`config.mk`:
```
export PLATFORM = sky130hd
export DESIGN_NAME = hdmi_timing_gen
export DESIGN_NICKNAME = d
export VERILOG_FILES = /design/src/rtl/video_timing_pkg.sv /design/src/rtl/sync_delay_line.sv /design/src/rtl/hdmi_timing_gen.sv
export SDC_FILE = /design/constraint.sdc
export NUM_CORES = 1
export LEC_CHECK = 0
export BUFFER_PORTS_ARGS = -buffer_cell sky130_fd_sc_hd__buf_4
export CAP_MARGIN = 10
export CELL_PAD_IN_SITES_DETAIL_PLACEMENT = 1
export CELL_PAD_IN_SITES_GLOBAL_PLACEMENT = 2
export CORE_AREA = 4 4 115 117
export DETAILED_ROUTE_END_ITERATION = 10
export DIE_AREA = 0 0 119 121
export PLACE_DENSITY = 0.88
export SLEW_MARGIN = 20
export SYNTH_ARGS = -nofsm -noshare
export SYNTH_HDL_FRONTEND = slang
export SYNTH_HIERARCHICAL = 1
export SYNTH_SLANG_ARGS = --single-unit
```
`constraint.sdc`:
```
create_clock -name rd_clk -period 2 [get_ports rd_clk]
set_clock_uncertainty 0.15 [all_clocks]
set_input_delay 0 -clock rd_clk [delete_from_list [all_inputs] [get_ports rd_clk]]
set_output_delay 0 -clock rd_clk [all_outputs]
set_load 0.01 [all_outputs]
```
`src/rtl/video_timing_pkg.sv`:
```
// Shared video timing definitions: 1280x720p60 constants, frame-size helpers,
// the pipeline payload type and the RGB565 -> RGB888 expansion used by both
// the capture path and the HDMI output path.
package video_timing_pkg;

  // 1280x720p60 horizontal timing, in pixel clocks
  localparam int H_ACTIVE_720P = 1280;
  localparam int H_FP_720P     = 110;
  localparam int H_SYNC_720P   = 40;
  localparam int H_BP_720P     = 220;

  // 1280x720p60 vertical timing, in lines
  localparam int V_ACTIVE_720P = 720;
  localparam int V_FP_720P     = 5;
  localparam int V_SYNC_720P   = 5;
  localparam int V_BP_720P     = 20;

  // Both raster counters are 12 bits wide, enough for 1650 x 750
  localparam int CNT_W = 12;

  typedef logic [CNT_W-1:0] cnt_t;

  // Everything that has to travel alongside the read-buffer latency
  typedef struct packed {
    logic hs;
    logic vs;
    logic de;
    cnt_t x;
    cnt_t y;
  } sync_bus_t;

  localparam int SYNC_BUS_W = $bits(sync_bus_t);

  // Clocks per line
  function automatic int h_total(input int sync_w, input int bp, input int active, input int fp);
    return sync_w + bp + active + fp;
  endfunction

  // Lines per frame
  function automatic int v_total(input int sync_w, input int bp, input int active, input int fp);
    return sync_w + bp + active + fp;
  endfunction

  // Expand RGB565 to RGB888 by replicating the top bits of each channel into
  // the new low bits, so full-scale stays full-scale and zero stays zero
  function automatic logic [23:0] rgb565_to_rgb888(input logic [15:0] pix);
    logic [4:0] r5;
    logic [5:0] g6;
    logic [4:0] b5;
    r5 = pix[15:11];
    g6 = pix[10:5];
    b5 = pix[4:0];
    return {r5, r5[4:2], g6, g6[5:4], b5, b5[4:2]};
  endfunction

endpackage

```
`src/rtl/sync_delay_line.sv`:
```
// Parameterised shift register with asynchronous active-low reset. Used to
// carry sync/enable/coordinate information across the read-buffer latency.
module sync_delay_line #(
  parameter int WIDTH = 8,
  parameter int DEPTH = 2
) (
  input  logic             rd_clk,
  input  logic             rst,
  input  logic [WIDTH-1:0] din,
  output logic [WIDTH-1:0] dout
);

  logic [WIDTH-1:0] stage_q [DEPTH];
  logic [WIDTH-1:0] stage_d [DEPTH];

  // Each stage takes the previous one; stage 0 takes the input
  always_comb begin
    stage_d[0] = din;
    for (int i = 1; i < DEPTH; i++) begin
      stage_d[i] = stage_q[i-1];
    end
  end

  // Stage registers, cleared by reset
  always_ff @(posedge rd_clk or negedge rst) begin
    if (!rst) begin
      for (int i = 0; i < DEPTH; i++) begin
        stage_q[i] <= '0;
      end
    end else begin
      stage_q <= stage_d;
    end
  end

  assign dout = stage_q[DEPTH-1];

endmodule

```
`src/rtl/hdmi_timing_gen.sv`:
```
// HDMI video timing source and output formatter. Produces the vsync/href
// request pair for the DDR read buffer, re-aligns sync with the pixel data
// that comes back PIPE_DLY clocks later, expands RGB565 to RGB888 and paints
// the splice-boundary grid on top.
module hdmi_timing_gen
  import video_timing_pkg::*;
#(
  parameter int          H_ACTIVE   = H_ACTIVE_720P,
  parameter int          H_FP       = H_FP_720P,
  parameter int          H_SYNC     = H_SYNC_720P,
  parameter int          H_BP       = H_BP_720P,
  parameter int          V_ACTIVE   = V_ACTIVE_720P,
  parameter int          V_FP       = V_FP_720P,
  parameter int          V_SYNC     = V_SYNC_720P,
  parameter int          V_BP       = V_BP_720P,
  parameter int          PIPE_DLY   = 2,
  parameter bit          GRID_EN    = 1'b1,
  parameter logic [23:0] GRID_COLOR = 24'hFFFFFF
) (
  input  logic        rd_clk,
  input  logic        rst,
  input  logic        timing_en,
  output logic        hdmi_vsync,
  output logic        hdmi_href,
  input  logic        de_i,
  input  logic [15:0] rgb565_i,
  output logic        hs_o,
  output logic        vs_o,
  output logic        de_o,
  output logic [23:0] rgb_o,
  output logic        align_err
);

  // Region boundaries; each axis runs sync -> back porch -> active -> front porch
  localparam cnt_t H_LAST      = cnt_t'(h_total(H_SYNC, H_BP, H_ACTIVE, H_FP) - 1);
  localparam cnt_t V_LAST      = cnt_t'(v_total(V_SYNC, V_BP, V_ACTIVE, V_FP) - 1);
  localparam cnt_t H_SYNC_END  = cnt_t'(H_SYNC);
  localparam cnt_t V_SYNC_END  = cnt_t'(V_SYNC);
  localparam cnt_t H_ACT_BEG   = cnt_t'(H_SYNC + H_BP);
  localparam cnt_t H_ACT_END   = cnt_t'(H_SYNC + H_BP + H_ACTIVE);
  localparam cnt_t V_ACT_BEG   = cnt_t'(V_SYNC + V_BP);
  localparam cnt_t V_ACT_END   = cnt_t'(V_SYNC + V_BP + V_ACTIVE);

  // Splice boundaries in active coordinates: a full-width horizontal line at
  // a quarter of the height, and a vertical line at three quarters of the
  // width that only runs below the horizontal one
  localparam cnt_t GRID_Y      = cnt_t'(V_ACTIVE / 4);
  localparam cnt_t GRID_X      = cnt_t'((3 * H_ACTIVE) / 4);

  // Raster counters
  cnt_t h_cnt_q, h_cnt_d;
  cnt_t v_cnt_q, v_cnt_d;

  // First registered stage: the request pair and internal timing
  logic hdmi_vsync_q, hdmi_vsync_d;
  logic hdmi_href_q,  hdmi_href_d;
  logic hs_q,         hs_d;
  cnt_t x_q,          x_d;
  cnt_t y_q,          y_d;

  logic h_active;
  logic v_active;

  // Delay-line payload
  sync_bus_t dly_in;
  sync_bus_t dly_out;

  // Output stage
  logic        hs_o_q,      hs_o_d;
  logic        vs_o_q,      vs_o_d;
  logic        de_o_q,      de_o_d;
  logic [23:0] rgb_o_q,     rgb_o_d;
  logic        align_err_q, align_err_d;

  logic        on_grid;
  logic [23:0] pix_888;

  // Raster counter advance; a disabled generator parks at the frame origin
  always_comb begin
    h_cnt_d = h_cnt_q;
    v_cnt_d = v_cnt_q;
    if (!timing_en) begin
      h_cnt_d = '0;
      v_cnt_d = '0;
    end else if (h_cnt_q == H_LAST) begin
      h_cnt_d = '0;
      if (v_cnt_q == V_LAST) begin
        v_cnt_d = '0;
      end else begin
        v_cnt_d = v_cnt_q + cnt_t'(1);
      end
    end else begin
      h_cnt_d = h_cnt_q + cnt_t'(1);
    end
  end

  // Raster counter registers
  always_ff @(posedge rd_clk or negedge rst) begin
    if (!rst) begin
      h_cnt_q <= '0;
      v_cnt_q <= '0;
    end else begin
      h_cnt_q <= h_cnt_d;
      v_cnt_q <= v_cnt_d;
    end
  end

  // Decode the current raster position into sync, request and active coordinates
  always_comb begin
    h_active     = (h_cnt_q >= H_ACT_BEG) && (h_cnt_q < H_ACT_END);
    v_active     = (v_cnt_q >= V_ACT_BEG) && (v_cnt_q < V_ACT_END);
    hdmi_href_d  = timing_en && h_active && v_active;
    hdmi_vsync_d = timing_en && (v_cnt_q < V_SYNC_END);
    hs_d         = timing_en && (h_cnt_q < H_SYNC_END);
    x_d          = h_cnt_q - H_ACT_BEG;
    y_d          = v_cnt_q - V_ACT_BEG;
  end

  // Register the decoded timing; hdmi_href/hdmi_vsync leave the block from here
  always_ff @(posedge rd_clk or negedge rst) begin
    if (!rst) begin
      hdmi_href_q  <= 1'b0;
      hdmi_vsync_q <= 1'b0;
      hs_q         <= 1'b0;
      x_q          <= '0;
      y_q          <= '0;
    end else begin
      hdmi_href_q  <= hdmi_href_d;
      hdmi_vsync_q <= hdmi_vsync_d;
      hs_q         <= hs_d;
      x_q          <= x_d;
      y_q          <= y_d;
    end
  end

  assign hdmi_href  = hdmi_href_q;
  assign hdmi_vsync = hdmi_vsync_q;

  // Pack the timing that must wait for the read buffer to answer
  always_comb begin
    dly_in    = '0;
    dly_in.hs = hs_q;
    dly_in.vs = hdmi_vsync_q;
    dly_in.de = hdmi_href_q;
    dly_in.x  = x_q;
    dly_in.y  = y_q;
  end

  // Matching the read-buffer depth puts dly_out on the same cycle as de_i/rgb565_i
  sync_delay_line #(
    .WIDTH (SYNC_BUS_W),
    .DEPTH (PIPE_DLY)
  ) u_sync_delay (
    .rd_clk (rd_clk),
    .rst    (rst),
    .din    (dly_in),
    .dout   (dly_out)
  );

  // Format the returned pixel: expand, overlay the grid, blank outside de,
  // and flag any cycle where the buffer's de disagrees with ours
  always_comb begin
    pix_888     = rgb565_to_rgb888(rgb565_i);
    on_grid     = GRID_EN &&
                  ((dly_out.y == GRID_Y) || ((dly_out.y > GRID_Y) && (dly_out.x == GRID_X)));
    hs_o_d      = dly_out.hs;
    vs_o_d      = dly_out.vs;
    de_o_d      = dly_out.de;
    rgb_o_d     = '0;
    if (dly_out.de) begin
      rgb_o_d = on_grid ? GRID_COLOR : pix_888;
    end
    align_err_d = align_err_q || (de_i != dly_out.de);
  end

  // Output registers toward the HDMI transmitter; align_err is sticky until reset
  always_ff @(posedge rd_clk or negedge rst) begin
    if (!rst) begin
      hs_o_q      <= 1'b0;
      vs_o_q      <= 1'b0;
      de_o_q      <= 1'b0;
      rgb_o_q     <= '0;
      align_err_q <= 1'b0;
    end else begin
      hs_o_q      <= hs_o_d;
      vs_o_q      <= vs_o_d;
      de_o_q      <= de_o_d;
      rgb_o_q     <= rgb_o_d;
      align_err_q <= align_err_d;
    end
  end

  assign hs_o      = hs_o_q;
  assign vs_o      = vs_o_q;
  assign de_o      = de_o_q;
  assign rgb_o     = rgb_o_q;
  assign align_err = align_err_q;

endmodule

```
==> results.md <==
* Leading cell types by total area after synthesis: dfrtp_1, xnor2_1, nor2_1, ha_1, a21boi_2
* Cells after Synth at 377
* Async S/R FF share, synth at 1.00
* M3 GR Usage at 0.0517
* Category of the worst setup path capture point: register
* Worst Setup Slack post-DPL at 0.0668 ns
* Global-route track usage on met1 at 0.186
* Root buffer cell: clkbuf_16
* Critical setup path kind: reg -> reg
* Terminus of the critical flop-to-flop path: rgb_o[4]
* CP delay by family, top: simple AND/OR/NAND/NOR gates
* Overflow left after global routing at 0
* Nets at 494
* Clock Sinks at 125
* Sw power at 1.29 mW
* Clock tree from TritonCTS: built
* Detailed-placement wirelength estimate at 7490 um
* Highest net fanout along the worst path at 16
* Setup bufs post-CTS at 0
* Per-cell via count in the routed design at 4.88
* Maximum buffer depth of the clock tree at 2
* Post-synthesis sequential area ratio at 0.654
* Detailed router's first-iteration violation count at 136
* Area used by sequential logic in the layout at 3130 sq um
* Total non-filler cell area in the finished layout at 6150 sq um
* Bufs and invs on worst path at 1
* Routability cong. at 0.813
* Pin count of the biggest net entering global routing at 51
* Fraction of power spent switching nets at 0.223
* Area share of the leading cell type in the synthesized netlist at 0.654
* Vias post-DR at 3150
* Flop2flop setup slack at 0.08 ns
* Number of flops mapped to enable cells by yosys at 0
* PnR Total Power at 5.80 mW
* Final cell count without fillers at 646
* Cts bufs inserted at 17
* Leakage power at 2.65 nW
* Worst R2R Start: u_sync_delay/dout[9]
* F_max at 522 MHz
* Most frequent cells after synthesis: dfrtp_1, nor2_1, xnor2_1
* Slew at the pin closest to its max-slew limit at 0.640 ns
* Critical path, cell by cell: or4_4, nor3_4, buf_4, nor2_1, a21boi_0
* Area occupied by multi-input gates at 1460 sq um
* Crit path launch type: register
* Number of remaining DRC errors at 0
* H-tree lvl count at 4
* Finish-stage setup viols at 0
* Global-route wire length before repair at 18400 um
* Die span in y at 121 um
* First-pass iteration count of the detailed router at 4
* Synth-to-Final Area Change at 28.6%
* Number of antenna diodes at 0
* Library cell with the largest summed area after synthesis: dfrtp_1
* DIE AREA at 14400 sq um
* Share of the cycle needed by the critical path after routing at 0.958
* Number of placement rows at 41
* Worst IR Drop VDD at 0.000501 V
* Total of max-cap violations at 0
* Final hold viol count at 0
* Sequential cell fraction of total power at 0.482
* Die width at 119 um
* Gate power share at 0.057
* Routed len/inst at 17.1 um
* Worst min-delay path category: in -> async
* Syn Std Cell Area at 4780 sq um
* Register clock-pin slew on the reported worst setup and hold paths at 0.05 ns
* Top Ports at 50
* Layout fillers at 1270
* Data arrival time of the critical path at 2.06 ns
* Most instantiated flip-flop cell in the synthesis netlist: dfrtp_1
* Critical path required time at 2.14 ns
* Max-slew violation count at 0
* Cell with the most instances after synthesis: dfrtp_1
* Area inside the core boundary at 12400 sq um
* Mean cell area of the mapped netlist at 12.7 sq um
* Starting density of the core at 0.387
* Count of distinct cell types in the synthesized netlist at 52
* Cells after DPL at 598
* Worst skew pair latency at 0.40 ns
* Placed inst area at 5430 sq um
* FF+latch count, synth at 125
* Sum of routed wire length over all layers at 11000 um
* Headroom to the max-slew limit at 0.573
* Outcome: finished, final reports clean
* Fraction of final layout cells sized beyond drive strength 1 at 0.262
* Setup repair after global routing missed its margin: false
* Number of nets still failing antenna checks after routing at 0
* All-layer global routing usage at 0.165
* Vias in the first global route at 3502
* Global-route met2 utilization at 0.295
* Power per Cell Area at 944 nW/um^2
* Relative contribution of the clock network to total power at 0.462
* Smallest setup slack after layout at 0.0835 ns
* Min Tclk post-route at 1.92 ns
* Pint at 4.51 mW
* Library cell contributing the largest single delay on the critical path: or4_4
* FF-to-FF path depth at 5
* Mapped Nets at 407
* Global routing's busiest layer: met2
* Antenna violations before repair at 0
* Largest stage delay on the critical path at 0.57 ns
* Count of yosys warnings during synthesis at 6
* Sum Neg Setup Slack at 0 ns
* # port buffers at 49
==> power by group through the flow <==
stage,Clock [mW],Sequential (mW),Combinational (mW)
3_3_place_gp,0,2.81,0.290
2_1_floorplan,0,2.80,0.147
4_1_cts,2.76,2.80,0.337
3_5_place_dp,0,2.84,0.301
6_report,2.68,2.80,0.329
5_1_grt,2.89,2.81,0.371
==> cell type report <==
class	instances	share of cell area
well taps	172	0.0350
inverters	16	0.00977
flip-flops and latches	125	0.509
repair buffers	93	0.125
clock inverters	7	0.00692
multi-input cells	211	0.237
clock buffers	22	0.0771
==> worst max-delay path by stage <==
stage	start	endpoint	slack, ns	cells after the start
after CTS	v_cnt_q[0]	y_q[8]	0.04	6
after detailed placement	v_cnt_q[0]	y_q[8]	0.07	6
after floorplan	h_cnt_q[2]	v_cnt_q[7]	0.21	7
final	u_sync_delay/dout[9]	rgb_o[4]	0.08	5
after global placement	v_cnt_q[0]	y_q[8]	0.09	6
after global routing	u_sync_delay/dout[12]	rgb_o[13]	0.006	5
==> metrics by stage <==
stage               hold slack [ns]   util
floorplan                    -0.446      -
global placement            -0.0911  0.439
detailed placement          -0.0792  0.439
CTS                          0.0377  0.497
global route                 0.0931  0.497
finish                       0.0247  0.497
==> sequential cells by signal, indices dropped and copies added, names as in the netlist <==
register              cells
align_err                 1
hdmi_vsync                1
de_o                      1
vs_o                      1
x_q                      12
hs_q                      1
hs_o                      1
y_q                      12
u_sync_delay/stage_d     27
h_cnt_q                  12
rgb_o                    16
hdmi_href                 1
u_sync_delay/dout        27
v_cnt_q                  12
==> metal layers <==
| layer | up-vias | routed length (um) |
|---|---|---|
| li1 | 1469 | - |
| met1 | 1589 | 4470 |
| met2 | 81 | 5940 |
| met3 | 11 | 478 |
| met4 | 0 | 142 |
| met5 | - | 0 |
==> what timing repair did <==
action / in CTS / in global routing
setup endpoints to repair: 0 / 2
hold buffers: 19 / 0
endpoints found under the hold margin: 149 / 0
resized for setup: 0 / 4
==> cells in the final DEF (no fill, tap or decap), types with 7 or more instances in the layout <==
master | netlist | final
o21ai_0 | 8 | 8
nand3_1 | 12 | 12
clkbuf_16 | 0 | 17
buf_4 | 9 | 72
inv_1 | 16 | 15
xor2_1 | 7 | 7
a21boi_2 | 10 | 10
nand4_1 | 7 | 7
nand2_1 | 14 | 14
dlygate4sd3_1 | 0 | 19
xnor2_1 | 19 | 19
dfrtp_1 | 125 | 123
ha_1 | 10 | 10
nor2_1 | 39 | 39
nor3_1 | 8 | 8
==> cells by family after synthesis <==
kind of cell             share of synthesized area
adder cells (fa/ha/maj)                     0.0262
XOR/XNOR                                    0.0476
AO/OA/AOI/OAI                               0.0994
buffers and inverters                       0.0429
flip-flops                                   0.654
AND/OR/NAND/NOR                              0.130
Power figures use the tool's default switching activity.
